--- config.mk ---
export PLATFORM = sky130hd
export DESIGN_NAME = wb_port_arbiter
export DESIGN_NICKNAME = d
export VERILOG_FILES = /design/src/rtl/cpu_pkg.sv /design/src/rtl/wb_scoreboard.sv /design/src/rtl/wb_port_arbiter.sv
export SDC_FILE = /design/constraint.sdc
export NUM_CORES = 1
export LEC_CHECK = 0
export ABC_AREA = 1
export CAP_MARGIN = 20
export CORE_UTILIZATION = 45
export DETAILED_ROUTE_END_ITERATION = 10
export PLACE_DENSITY = 0.83
export SYNTH_ARGS = -nofsm -noshare
export SYNTH_HDL_FRONTEND = slang
export SYNTH_SLANG_ARGS = --single-unit
--- constraint.sdc ---
create_clock -name clk -period 2.7 [get_ports clk]
set_input_delay 0.81 -clock clk [delete_from_list [all_inputs] [get_ports clk]]
set_output_delay 0.81 -clock clk [all_outputs]
set_load 0.02 [all_outputs]
--- src/rtl/cpu_pkg.sv ---
// Shared CPU definitions: register-file geometry and the writeback-source tag.
package cpu_pkg;

  localparam int REG_AW   = 5;
  localparam int DATA_W   = 32;
  localparam int NUM_REGS = 32;

  // Which source owns the write currently sitting in the rf_* output register.
  typedef enum logic [1:0] {
    WB_NONE,
    WB_A,
    WB_B
  } wb_src_t;

endpackage

--- src/rtl/wb_scoreboard.sv ---
// Pending-write scoreboard: one bit per register still owed by the mul/div unit.
// A new issue (set) beats a same-edge commit (clear); r0 is never pending.
module wb_scoreboard
  import cpu_pkg::*;
(
  input  logic                clk,
  input  logic                clrn,
  input  logic                set_en,
  input  logic [REG_AW-1:0]   set_wn,
  input  logic                clr_en,
  input  logic [REG_AW-1:0]   clr_wn,
  input  logic [REG_AW-1:0]   qa,
  input  logic [REG_AW-1:0]   qb,
  output logic                busy_a,
  output logic                busy_b,
  output logic [NUM_REGS-1:0] pend
);

  logic [NUM_REGS-1:0] sb_reg;
  logic [NUM_REGS-1:0] sb_next;

  genvar gi;
  generate
    for (gi = 0; gi < NUM_REGS; gi++) begin : g_bit
      if (gi == 0) begin : g_r0
        assign sb_next[gi] = 1'b0;
      end else begin : g_rn
        // Set has priority so a re-issue on the commit edge stays pending.
        always_comb begin
          sb_next[gi] = sb_reg[gi];
          if (clr_en && (clr_wn == REG_AW'(gi))) sb_next[gi] = 1'b0;
          if (set_en && (set_wn == REG_AW'(gi))) sb_next[gi] = 1'b1;
        end
      end
    end
  endgenerate

  // Pending bits register.
  always_ff @(posedge clk or negedge clrn) begin
    if (!clrn) sb_reg <= '0;
    else       sb_reg <= sb_next;
  end

  assign busy_a = sb_reg[qa];
  assign busy_b = sb_reg[qb];
  assign pend   = sb_reg;

endmodule

--- src/rtl/wb_port_arbiter.sv ---
// Shares the register-file write port between the pipeline (A, priority)
// and the mul/div unit (B, valid/ready), with starvation guard and scoreboard.
module wb_port_arbiter
  import cpu_pkg::*;
#(
  parameter int STARVE_LIMIT = 4,
  parameter int CNT_W        = 4
) (
  input  logic              clk,
  input  logic              clrn,
  input  logic              a_we,
  input  logic [REG_AW-1:0] a_wn,
  input  logic [DATA_W-1:0] a_d,
  input  logic              b_valid,
  input  logic [REG_AW-1:0] b_wn,
  input  logic [DATA_W-1:0] b_d,
  output logic              b_ready,
  output logic              stall_a,
  input  logic              sb_set,
  input  logic [REG_AW-1:0] sb_wn,
  input  logic [REG_AW-1:0] rna,
  input  logic [REG_AW-1:0] rnb,
  output logic              busy_a,
  output logic              busy_b,
  output logic              rf_we,
  output logic [REG_AW-1:0] rf_wn,
  output logic [DATA_W-1:0] rf_d,
  output logic              err
);

  localparam logic [CNT_W-1:0] LIMIT = CNT_W'(STARVE_LIMIT);

  logic              rf_we_reg;
  logic [REG_AW-1:0] rf_wn_reg;
  logic [DATA_W-1:0] rf_d_reg;
  wb_src_t           src_reg;
  logic [CNT_W-1:0]  cnt_reg;
  logic              err_reg;
  logic              err_next;

  logic                a_eff;
  logic                sb_set_eff;
  logic                clr_en;
  logic [NUM_REGS-1:0] pend;

  // A write to r0 is no write at all.
  assign a_eff      = a_we && (a_wn != '0);
  assign sb_set_eff = sb_set && (sb_wn != '0);
  // The register file stores B's data on this same edge, so busy drops with it.
  assign clr_en     = rf_we_reg && (src_reg == WB_B);

  assign stall_a = b_valid && (cnt_reg == LIMIT);
  assign b_ready = b_valid && (!a_eff || stall_a);

  wb_scoreboard u_sb (
    .clk    (clk),
    .clrn   (clrn),
    .set_en (sb_set_eff),
    .set_wn (sb_wn),
    .clr_en (clr_en),
    .clr_wn (rf_wn_reg),
    .qa     (rna),
    .qb     (rnb),
    .busy_a (busy_a),
    .busy_b (busy_b),
    .pend   (pend)
  );

  // Protocol checks: double issue, WAW against an owed register, orphan B result.
  always_comb begin
    err_next = err_reg;
    if (sb_set_eff && pend[sb_wn] && !(clr_en && (rf_wn_reg == sb_wn))) err_next = 1'b1;
    if (a_eff && pend[a_wn])                                           err_next = 1'b1;
    if (b_valid && !pend[b_wn])                                        err_next = 1'b1;
  end

  // Write-port output register; a granted B beats A, idle holds address/data.
  always_ff @(posedge clk or negedge clrn) begin
    if (!clrn) begin
      rf_we_reg <= 1'b0;
      rf_wn_reg <= '0;
      rf_d_reg  <= '0;
      src_reg   <= WB_NONE;
    end else if (b_ready) begin
      rf_we_reg <= (b_wn != '0);
      rf_wn_reg <= b_wn;
      rf_d_reg  <= b_d;
      src_reg   <= WB_B;
    end else if (a_eff) begin
      rf_we_reg <= 1'b1;
      rf_wn_reg <= a_wn;
      rf_d_reg  <= a_d;
      src_reg   <= WB_A;
    end else begin
      rf_we_reg <= 1'b0;
      src_reg   <= WB_NONE;
    end
  end

  // Starvation counter: counts cycles B waits, saturating at the limit.
  always_ff @(posedge clk or negedge clrn) begin
    if (!clrn)                   cnt_reg <= '0;
    else if (b_valid && !b_ready) cnt_reg <= (cnt_reg < LIMIT) ? cnt_reg + 1'b1 : cnt_reg;
    else                         cnt_reg <= '0;
  end

  // Sticky error flag.
  always_ff @(posedge clk or negedge clrn) begin
    if (!clrn) err_reg <= 1'b0;
    else       err_reg <= err_next;
  end

  assign rf_we = rf_we_reg;
  assign rf_wn = rf_wn_reg;
  assign rf_d  = rf_d_reg;
  assign err   = err_reg;

endmodule

# After elaboration in Yosys (flattened, before gate mapping)
# Cells that the tools add are included.
# op_classes
n_eq_ne	66
addsub	1
n_mux	85
n_lt_le_gt_ge	6
reduce_logical	114
# op_table
cell	n
$eq A5 B5 Y1 const B	32
$eq A5 B4 Y1 const B	16
$logic_and A1 B1 Y1	73
$mux W1	73
$mux W32	2
$reduce_bool A2 Y1	32
$eq A5 B3 Y1 const B	8
$lt A5 B6 Y1 const B	5
$bmux W1 S5	5
$eq A5 B2 Y1 const B	4
$reduce_bool A5 Y1	3
$eq A5 B1 Y1 const B	2
$mux W5	2
$mux W4	2
$eq A5 B5 Y1	1
$add A4 B1 Y4 const B	1
$eq A4 B3 Y1 const B	1
$logic_not A1 Y1	4
$lt A4 B3 Y1 const B	1
$reduce_bool A3 Y1	1
$eq A2 B2 Y1 const B	1
$mux W2	1
$ne A2 B1 Y1 const B	1
$logic_or A1 B1 Y1	1
# word_totals
elab_cells	309
out_inout_bits	43
inputBits	94
reg_bits	76

# Longest topological paths before layout
# depth
depth_word	8
ltp_mapped	14
mapped_depth_nobuf	13

# Cells and area by module
# From an unflattened synthesis, not the netlist that was laid out.
# hier_totals
hier_cells	869
area_unflattened_um2	5499.0
# modules_own_cells
module	instances	seq_area_each_um2	area_per_inst_um2	cells_each
wb_port_arbiter	1	1126.1	3353.2	520
wb_scoreboard	1	775.7	2145.8	349

# Worst setup path before layout
# No wires, ideal clock.
# synth_timing
path_type	input port to output port
startpoint	input rna[0]
endpoint	output busy_a
stages	7
required_time_ns	1.890
t_arrival_ns	1.778
path_buffers	1
path_slack_ns	0.112
cell_sequence	inv_2 -> clkbuf_1 -> o21ai_0 -> o211ai_1 -> nand3_1 -> a21o_1 -> nand2_1
# synth_via
elab_chain_len	2
# synth_rtl
item	line	rtl
from (decl)	wb_port_arbiter.sv:21	input logic [REG_AW-1:0] rna,
$bmux W1 S5	wb_scoreboard.sv:44	assign busy_a = sb_reg[qa];
$mux W1 (not written as such)	wb_scoreboard.sv:44	
to (decl)	wb_port_arbiter.sv:23	output logic busy_a,
# Every way passes these cells. The select of a mux whose other input is x is not followed.

# Final worst setup path
# Ends and elaborated chain as after synthesis.

==> run summary <==
Clock Pin Slew Worst Setup and Hold Paths -> 60 ps
TritonCTS buffer count -> 9
Core Area -> 11,500 um^2
Stages on the worst setup path -> 9
CTS root buf -> clkbuf_16
Vias in the first global route -> 6,051
Pwr dens -> 514 nW/um^2
Share of post-route cells with drive strength above 1 -> 12.7%
Top-area cell type share of the netlist area -> 35.7%
Slew Limit Fails -> 0
Synth area leaders -> dfrtp_1 (36%), nand2_1 (16%), nand3_1 (15%)
Largest area contributor in the netlist -> dfrtp_1
Worst hold slack -> 482 ps
Crit start category -> input pin
Yosys cell types -> 36
CTS tree -> yes
Required time of the critical path -> 1890 ps
Total Routing Usage GR -> 31.8%
HP Class -> input pin to asynchronous set/reset pin
Area growth syn-to-layout -> 39.1%
Slowest-stage cell, CP -> o211ai_1
Final Skew -> 11.0 ps
Fill cells -> 1,018
Crit-path max cell delay -> 190 ps
FMAX -> 0.376 GHz
DR vias/cell -> 5.76
Number of setup violations in the final report -> 0
Wirelength per Cell -> 17.4 um
Least-Margin Pin Slew -> 610 ps
CP cell instances -> buf_6 -> buf_6 -> o21ai_2 -> o22ai_1 -> o211ai_1 -> nand2_1 -> nand2_1 -> nand2_2 -> buf_6
FF+latch count, synth -> 76
Horiz. Die Dim -> 111 um
Rel. slew slack -> 59.4%
Reg2Reg Setup Slack -> 870 ps
Leak Pwr -> 3.48 nW
Post-route ant nets -> 0
1st-iter DRT viols -> 780
CP most frequent cell -> buf_6
CTS Hold Bufs -> 0
Outcome -> finished, final reports clean
Syn_nets -> 902
Rows -> 39
Nets -> 1,068
I/O pin cnt -> 137
Clock Sinks -> 76
Post-Synthesis Cells -> 806
Final Hold Fails -> 0
R2R depth -> 8
H-tree levels -> 3
DP Cell Count -> 1,101
Worst flop-to-flop path endpoint -> rf_wn[0]
Clk buf depth -> 2
RD Place Congestion -> 1.06
Crit path max-delay family -> compound AO/OA/AOI/OAI gates
Worst Setup End Kind -> primary output
Post-route DRC -> 0
Peak supply drop -> 0.000327 V
IO buf count -> 136
Sequential fraction of the synthesis area -> 35.7%
Antenna diode count -> 0
Max-Cap Viols -> 0
Largest net degree at the start of global routing -> 46
Routed WL -> 19,500 um
Crit path DAT -> 1850 ps
Tmin final -> 2660 ps
Crit Path Class -> input pin to primary output
Worst-path fanout max -> 6
Reg2reg start -> cnt_reg[0]
Fin cells -> 1,120
Vias -> 6,452
Mapped Area -> 5330 um^2
Post-detail-place hpwl -> 14,000 um
Die height -> 111 um
WP buf/inv -> 3
Syn. warnings -> 0
Number of flip-flops in the largest register -> 32
Gr ovfl total -> 0
Full die area -> 12,300 um^2
First-pass detailed-route iteration total -> 5
Initial antenna violation count -> 0
Clk_lat worst skew -> 340 ps
First-pass GRT wire length -> 30,900 um
Tcrit/Tclk final -> 98.6%
Starting Density -> 46.5%
Mean post-synth cell area -> 6.61 um^2
==> timing repair <==
| item | 4_1_cts | 5_1_grt |
|---|---|---|
| gates cloned | 2 | 1 |
| hold endpoints to repair | 0 | 0 |
| setup endpoints to repair | 4 | 3 |
| pin swaps | 5 | 12 |
| setup buffers | 1 | 0 |
| gates resized for setup | 56 | 19 |
==> cells in the final DEF (no fill, tap or decap), types with 2 or more instances in the layout <==
| cell type | synthesis | layout |
|---|---|---|
| dlymetal6s2s_1 | 0 | 2 |
| inv_4 | 1 | 2 |
| buf_4 | 3 | 58 |
| xor2_1 | 2 | 2 |
| buf_2 | 17 | 4 |
| dlygate4sd2_1 | 0 | 7 |
| o21ai_0 | 70 | 63 |
| inv_2 | 4 | 3 |
| ha_1 | 2 | 2 |
| nand4_1 | 3 | 3 |
| o41ai_1 | 6 | 6 |
| nor3_1 | 2 | 2 |
| nor2_1 | 61 | 61 |
| clkinvlp_4 | 0 | 3 |
| nand3_2 | 9 | 9 |
| nand2_2 | 11 | 12 |
| o21ai_1 | 1 | 5 |
| o221ai_1 | 4 | 4 |
| buf_12 | 0 | 2 |
| nand3_1 | 156 | 156 |
| dfrtp_1 | 76 | 76 |
| o21ai_2 | 0 | 3 |
| nand2_1 | 228 | 227 |
| buf_6 | 3 | 4 |
| clkinv_2 | 0 | 3 |
| a21oi_1 | 27 | 25 |
| clkdlybuf4s50_1 | 0 | 118 |
| clkinv_4 | 0 | 3 |
| inv_1 | 72 | 70 |
| o211ai_1 | 18 | 18 |
| a21oi_2 | 0 | 2 |
| clkbuf_16 | 0 | 9 |
==> stage by stage <==
| stage | setup WS, ps | power (mW) | setup TNS, ps | cell area, um^2 | utilization, % |
|---|---|---|---|---|---|
| 2_1_floorplan | 112 | 2.03 | 0 | 5330 | - |
| 3_3_place_gp | -848 | 2.65 | -2540 | 7100 | 61.9 |
| 3_5_place_dp | -908 | 2.67 | -2650 | 7100 | 61.9 |
| 4_1_cts | 10.6 | 3.78 | 0 | 7390 | 64.4 |
| 5_1_grt | -28.9 | 3.97 | -36.7 | 7410 | 64.6 |
| 6_report | 37.1 | 3.81 | 0 | 7410 | 64.6 |
==> synthesized netlist by cell type <==
library cell	instances
a21o_1	1
a21oi_1	27
buf_1	4
buf_2	17
buf_4	3
buf_6	3
buf_8	1
clkbuf_1	13
clkinv_1	2
dfrtp_1	76
ha_1	2
inv_1	72
inv_2	4
inv_4	1
nand2_1	228
nand2_2	11
nand2_4	1
nand3_1	156
nand3_2	9
nand4_1	3
nand4_2	1
nor2_1	61
nor2_4	1
nor3_1	2
nor4_1	1
o211ai_1	18
o211ai_2	1
o21a_1	1
o21ai_0	70
o21ai_1	1
o21ai_4	1
o221ai_1	4
o22ai_1	1
o41ai_1	6
or2_2	1
xor2_1	2
==> metal layers <==
| layer | up-vias | global-route usage, % | share of wire (%) |
|---|---|---|---|
| met2 | 398 | 46.8 | 44 |
| met5 | - | 0 | 0 |
| li1 | 3000 | - | - |
| met3 | 94 | 8.91 | 11 |
| met1 | 2960 | 41.9 | 40 |
| met4 | 0 | 18.3 | 5.4 |
==> how the worst max path moves through the flow <==
stage | startpoint | end
floorplan | rna[0] | busy_a
global route | rna[0] | busy_a
finish | rna[0] | busy_a
CTS | rnb[1] | busy_b
global placement | rna[1] | busy_a
detailed placement | rna[1] | busy_a
==> cells by family (layout without fill, tap and decap cells) <==
logic type / after synthesis / in the layout / share of synthesized area (%)
and+or+nand+nor: 475 / 475 / 39.4
AOI/OAI and AO/OA: 131 / 131 / 14.3
buffers and inverters: 120 / 291 / 9.75
DFF: 76 / 76 / 35.7
adders and majority gates: 2 / 2 / 0.470
xor gates and xnor gates: 2 / 2 / 0.329
==> cell type report <==
cell class              count  area (um^2)  area share [%]
multi-input cells         610         2930            39.5
flip-flops and latches     76         1900            25.7
repair buffers            195         1810            24.4
inverters                  79          317            4.27
clock buffers              10          229            3.09
well taps                 143          179            2.42
clock inverters             6         41.3           0.557
repair inverters            1         5.00          0.0676
==> where the power goes <==
group | leakage [nW] | internal [mW] | switching (mW)
combinational | 2.53 | 0.536 | 0.702
clock | 0.124 | 0.620 | 0.480
sequential | 0.832 | 1.28 | 0.188
Power figures use the tool's default switching activity.
